==> src/rtl/reg_file_dump_pkg.sv <==
// Shared definitions for the reg_file debug/context-save reader:
// default widths, register count and FSM state encodings.
package reg_file_dump_pkg;

   localparam int DEF_ADDR_W = 5;
   localparam int DEF_DATA_W = 32;
   localparam int REG_COUNT  = 32;

   // Sweep controller states (kept as plain constants for legacy tools)
   localparam logic [1:0] ST_IDLE  = 2'd0;
   localparam logic [1:0] ST_FETCH = 2'd1;
   localparam logic [1:0] ST_SEND  = 2'd2;

endpackage

==> src/rtl/reg_file_dump_if.sv <==
// Beat stream from the register dump reader to the trace sink:
// valid/ready handshake carrying {addr, data} per beat.
interface reg_file_dump_if
   import reg_file_dump_pkg::*;
#(
   parameter int ADDR_W = DEF_ADDR_W,
   parameter int DATA_W = DEF_DATA_W
) ();

   logic              out_valid;
   logic              out_ready;
   logic [ADDR_W-1:0] out_addr;
   logic [DATA_W-1:0] out_data;

   // Reader side drives the beat, sink side drives ready
   modport master (output out_valid, output out_addr, output out_data, input out_ready);
   modport slave  (input out_valid, input out_addr, input out_data, output out_ready);

endinterface

==> src/rtl/reg_file_dump.sv <==
// Register file dump reader: walks a (possibly wrapping) address range
// through one reg_file read port and streams {addr, data} beats out,
// one beat per clock when the sink keeps ready high.
module reg_file_dump
   import reg_file_dump_pkg::*;
#(
   parameter int ADDR_W = DEF_ADDR_W,
   parameter int DATA_W = DEF_DATA_W
) (
   input  logic              clk,
   input  logic              reset,
   input  logic              start,
   input  logic              abort,
   input  logic [ADDR_W-1:0] first_addr,
   input  logic [ADDR_W-1:0] last_addr,
   output logic [ADDR_W-1:0] rf_addr,
   input  logic [DATA_W-1:0] rf_rdata,
   reg_file_dump_if.master   out_if,
   output logic              busy,
   output logic              done
);

   logic [1:0]        state_r;
   logic [ADDR_W-1:0] ptr_r;
   logic [ADDR_W-1:0] last_q_r;
   logic              last_flag_r;
   logic              out_valid_r;
   logic [ADDR_W-1:0] out_addr_r;
   logic [DATA_W-1:0] out_data_r;
   logic              done_r;

   logic hs_s;
   logic accept_s;
   logic load_s;
   logic finish_s;

   // Abort outranks both a new start and a pending handshake
   assign hs_s     = out_valid_r & out_if.out_ready;
   assign accept_s = (state_r == ST_IDLE) & start & ~abort;
   assign load_s   = ~abort & ((state_r == ST_FETCH) |
                               ((state_r == ST_SEND) & hs_s & ~last_flag_r));
   assign finish_s = ~abort & (state_r == ST_SEND) & hs_s & last_flag_r;

   // Sweep sequencing: idle -> one fetch cycle -> send until final beat or abort
   always_ff @(posedge clk or negedge reset) begin
      if (!reset) begin
         state_r <= ST_IDLE;
      end else begin
         case (state_r)
            ST_IDLE:  state_r <= accept_s ? ST_FETCH : ST_IDLE;
            ST_FETCH: state_r <= abort ? ST_IDLE : ST_SEND;
            ST_SEND:  state_r <= (abort | finish_s) ? ST_IDLE : ST_SEND;
            default:  state_r <= ST_IDLE;
         endcase
      end
   end

   // Address pointer and sweep end: latched on start, pointer advances per loaded beat
   always_ff @(posedge clk or negedge reset) begin
      if (!reset) begin
         ptr_r    <= {ADDR_W{1'b0}};
         last_q_r <= {ADDR_W{1'b0}};
      end else if (accept_s) begin
         ptr_r    <= first_addr;
         last_q_r <= last_addr;
      end else if (load_s) begin
         ptr_r    <= ptr_r + ADDR_W'(1);
      end
   end

   // Held beat: snapshot of the read port taken at load, stable until handshake
   always_ff @(posedge clk or negedge reset) begin
      if (!reset) begin
         out_addr_r  <= {ADDR_W{1'b0}};
         out_data_r  <= {DATA_W{1'b0}};
         last_flag_r <= 1'b0;
      end else if (load_s) begin
         out_addr_r  <= ptr_r;
         out_data_r  <= rf_rdata;
         last_flag_r <= (ptr_r == last_q_r);
      end
   end

   // Beat valid rises on load, falls after the final handshake or on abort
   always_ff @(posedge clk or negedge reset) begin
      if (!reset) begin
         out_valid_r <= 1'b0;
      end else if (load_s) begin
         out_valid_r <= 1'b1;
      end else if (abort | finish_s) begin
         out_valid_r <= 1'b0;
      end
   end

   // Completion pulse, one cycle after the final beat is accepted
   always_ff @(posedge clk or negedge reset) begin
      if (!reset) begin
         done_r <= 1'b0;
      end else begin
         done_r <= finish_s;
      end
   end

   assign rf_addr          = ptr_r;
   assign busy             = (state_r != ST_IDLE);
   assign done             = done_r;
   assign out_if.out_valid = out_valid_r;
   assign out_if.out_addr  = out_addr_r;
   assign out_if.out_data  = out_data_r;

endmodule

==> src/flat_wrapper.sv <==
// flat-port wrapper written by rule: the top's interface ports become plain ports
module reg_file_dump_flat import reg_file_dump_pkg::*;
#(
   parameter int ADDR_W = DEF_ADDR_W,
   parameter int DATA_W = DEF_DATA_W
)
  (clk, reset, start, abort, first_addr, last_addr, rf_addr, rf_rdata, busy, done, out_if_out_valid, out_if_out_addr, out_if_out_data, out_if_out_ready);
  reg_file_dump_if #(.ADDR_W(ADDR_W), .DATA_W(DATA_W)) out_if_i ();
  input  logic clk;
  input  logic reset;
  input  logic start;
  input  logic abort;
  input  logic [ADDR_W-1:0] first_addr;
  input  logic [ADDR_W-1:0] last_addr;
  output logic [ADDR_W-1:0] rf_addr;
  input  logic [DATA_W-1:0] rf_rdata;
  output logic busy;
  output logic done;
  output wire logic [$bits(out_if_i.out_valid)-1:0] out_if_out_valid;
  output wire logic [$bits(out_if_i.out_addr)-1:0] out_if_out_addr;
  output wire logic [$bits(out_if_i.out_data)-1:0] out_if_out_data;
  input wire logic [$bits(out_if_i.out_ready)-1:0] out_if_out_ready;
  assign out_if_out_valid = out_if_i.out_valid;
  assign out_if_out_addr = out_if_i.out_addr;
  assign out_if_out_data = out_if_i.out_data;
  assign out_if_i.out_ready = out_if_out_ready;
  reg_file_dump #(.ADDR_W(ADDR_W), .DATA_W(DATA_W)) u_core (.clk(clk), .reset(reset), .start(start), .abort(abort), .first_addr(first_addr), .last_addr(last_addr), .rf_addr(rf_addr), .rf_rdata(rf_rdata), .out_if(out_if_i), .busy(busy), .done(done));
endmodule
==> config.mk <==
export PLATFORM = sky130hd
export DESIGN_NAME = reg_file_dump_flat
export DESIGN_NICKNAME = d
export VERILOG_FILES = /design/src/rtl/reg_file_dump_pkg.sv /design/src/rtl/reg_file_dump_if.sv /design/src/rtl/reg_file_dump.sv /design/src/flat_wrapper.sv
export SDC_FILE = /design/constraint.sdc
export NUM_CORES = 1
export LEC_CHECK = 0
export ABC_AREA = 0
export BUFFER_PORTS_ARGS = -buffer_cell sky130_fd_sc_hd__buf_4
export CORE_MARGIN = 3
export CORE_UTILIZATION = 45
export CTS_BUF_LIST = sky130_fd_sc_hd__clkbuf_8 sky130_fd_sc_hd__clkbuf_16
export CTS_CLUSTER_SIZE = 12
export DETAILED_ROUTE_END_ITERATION = 8
export GPL_ROUTABILITY_DRIVEN = 0
export GPL_TIMING_DRIVEN = 0
export HOLD_SLACK_MARGIN = 0.02
export PLACE_DENSITY = 0.76
export SYNTH_ARGS = -nofsm -noshare
export SYNTH_HDL_FRONTEND = slang
export SYNTH_SLANG_ARGS = --single-unit
==> constraint.sdc <==
create_clock -name clk -period 1.74 [get_ports clk]
set_input_delay 0.174 -clock clk [delete_from_list [all_inputs] [get_ports clk]]
set_output_delay 0.174 -clock clk [all_outputs]
set_load 0.01 [all_outputs]
==> results.md <==
- Largest net degree at the start of global routing: 53
- H-tree depth: 2
- Routed vias: 1607
- CP max stage cell: dfrtp_1
- Critical Path AT: 1.81 ns
- Multi-input logic area: 852 um^2
- Inserted Diodes: 0
- CTS root buffer: clkbuf_8
- Tmin final: 1.61 ns
- Vias in the first global route: 1699
- #FFs+latches synth: 52
- Max VDD drop: 0.666 mV
- Max Cap Viol: 0
- Req. time, crit path: 1.93 ns
- Initial DRC Count: 88
- Clock sinks: 52
- Slew Viols, Final: 0
- Final nets: 309
- CP Cell Sequence: and4b_1, a2bb2oi_4, buf_4, mux2_2
- Final ANT Viol Nets: 0
- Slowest stage delay, CP: 0.45 ns
- Clock transition at path regs: 0.09 ns
- Fill count: 367
- Syn Std Cell Area: 2210 um^2
- Syn Nets: 210
- Max Buffers Root-to-Sink: 2
- Hold Crit Class: in2reg
- Setup TNS Final: 0 ns
- Num CTS Buffers: 5
- Largest cells by area after synthesis: dfrtp_1 59%, mux2_2 18%, nand2_1 3.4%
- CP max FO: 10
- Total GRT Usage: 17.0%
- CTS tree: yes
- Die H: 76.1 um
- First-pass GRT wire length: 7930 um
- Share of the synthesized area in the top cell type: 58.8%
- Layout cells sized above 1: 56.5%
- FP Rows: 24
- Die ar.: 5800 um^2
- Critical Path End Type: register
- Leak Pwr: 1.50 nW
- I/O Pins: 92
- Yosys warning total: 0
- Drt pass-1 iters: 4
- F_max: 0.621 GHz
- CP Buf/Inv Count: 1
- Least-Margin Pin Slew: 0.633 ns
- Commonest non-fill, non-tap cell in the layout: buf_4
- Initial Utilization: 48.8%
- Grt ovf: 0
- Skew-Pair Late Insertion Delay: 0.30 ns
- Final setup viols: 0
- Worst rel slew slack: 57.8%
- Crit-path leading delay family: flip-flops
- Post-CTS Setup Repair Bufs: 0
- DR DRC count: 0
- Pwr dens: 1230 nW/um^2
- Post-synthesis cell type count: 32
- Post-synth top area cell: dfrtp_1
- Register area share after synthesis: 58.8%
- Width of the chip: 76.1 um
- Crit path kind: reg2reg
- Post-Route Skew: 0.00511 ns
- Unrepaired setup endpoints after global routing: no
- Total Routed Length: 4640 um
- Core Region: 4530 um^2
- Synth Instances: 162
- Final core utilization: 68.3%
- Hold Fails Final Rpt: 0
- Initial antenna violation count: 0
- Syn avg cell area: 13.7 um^2
- Vias per cell: 4.91
- Final HPWL from detailed placement: 3490 um
- Status: finished, final reports clean
- Most frequent cells in the layout: 95 x buf_4, 52 x dfrtp_1, 36 x mux2_2
- Area delta synth->final: 39.9%
- Buffers on Ports: 91
- Avg WL per Cell: 14.2 um
- CP startpoint kind: register
- Storage element area: 1300 um^2
- Fin crit share: 92.6%
==> sequential cells by signal (all words and copies together), names as in the netlist <==
signal	cells
u_core.state_r	2
u_core.out_if.out_addr	5
u_core.last_q_r	5
u_core.done	1
u_core.rf_addr	5
u_core.out_if.out_data	32
u_core.last_flag_r	1
u_core.out_if.out_valid	1
==> report_power, final <==
group	internal, mW	switching [mW]	total, mW
combinational	0.787	0.526	1.31
clock	0.326	0.390	0.715
sequential	1.55	0.230	1.78
==> what timing repair did <==
item,4_1_cts,5_1_grt
gates resized for setup,0,1
setup endpoints to repair,0,30
hold endpoints to repair,52,0
hold buffers,1,0
==> layout make-up <==
cell class,count,area share (%)
Clock buffer,6,2.67
Buffer,7,2.06
Clock inverter,2,0.445
Multi-Input combinational cell,101,27.5
Inverter,2,0.243
Tap cell,65,2.63
Sequential cell,52,42.0
Timing Repair Buffer,92,22.4
==> Yosys cell counts, drive strengths merged <==
library cell and number:
a211o 1, a21o 1, a21oi 3, a2bb2oi 1, a311oi 1, and2 2
and4b 1, buf 7, dfrtp 52, ha 1, inv 2, mux2 36
mux2i 3, nand2 20, nand2b 2, nand3 4, nand4 1, nand4b 1
nor2 3, nor3 2, nor3b 2, nor4bb 1, o21ai 4, o32ai 1
or2 1, or3b 2, or4b 1, xnor2 4, xor2 2
==> final timing paths <==
check                                                 startpoint                               endpoint  slack (ns)  cells after the start
max                                  u_core.state_r[0]$_DFF_PN0_  u_core.out_if.out_data[5]$_DFFE_PN0P_        0.13                      4
min                                                 last_addr[2]         u_core.last_q_r[2]$_DFFE_PN0P_        0.06                      3
max reg2reg                          u_core.state_r[0]$_DFF_PN0_  u_core.out_if.out_data[5]$_DFFE_PN0P_        0.13                      4
min reg2reg                u_core.out_if.out_addr[0]$_DFFE_PN0P_  u_core.out_if.out_addr[0]$_DFFE_PN0P_        0.49                      1
max in group asynchronous                                  reset          u_core.rf_addr[4]$_DFFE_PN0P_        0.89                      2
min in group asynchronous                                  reset            u_core.state_r[1]$_DFF_PN0_        0.43                      2
==> routing by layer <==
| metal | vias up | part of all wire (%) | track usage, % | routed length, um |
|---|---|---|---|---|
| met5 | - | 0 | 0 | 0 |
| met4 | 0 | 1.4 | 5.43 | 65 |
| met3 | 7 | 11 | 8.04 | 527 |
| met2 | 64 | 47 | 27.0 | 2180 |
| met1 | 777 | 40 | 20.4 | 1870 |
| li1 | 759 | - | - | - |
==> worst register-to-register path: cells and delay by family (launching register included) <==
| kind | cells | cell delay [ns] |
|---|---|---|
| simple gates | 1 | 0.27 |
| compound gates | 1 | 0.21 |
| buf+inv | 1 | 0.22 |
| flops | 1 | 0.45 |
| mux | 1 | 0.35 |
==> cell families after synthesis <==
family	after synthesis	synth area share [%]
mux	39	19.7
compound gates	12	4.92
flops	52	58.8
simple gates	43	10.5
xor+xnor	6	2.37
buf+inv	9	3.22
fa+ha+maj	1	0.565
==> stage by stage <==
step / cells / hold WS [ns] / setup slack, ns / total power [mW] / area [um^2]
final: 327 / 0.0570 / 0.130 / 3.81 / 3100
after CTS: 327 / 0.0534 / 0.0281 / 3.85 / 3080
after floorplan: 162 / -0.122 / 0.257 / 2.40 / 2210
after detailed placement: 318 / 0.243 / 0.0455 / 3.13 / 2980
after global routing: 327 / 0.0590 / 0.0154 / 4.04 / 3100
after global placement: 318 / 0.253 / 0.0663 / 3.10 / 2980
Power figures use the tool's default switching activity.
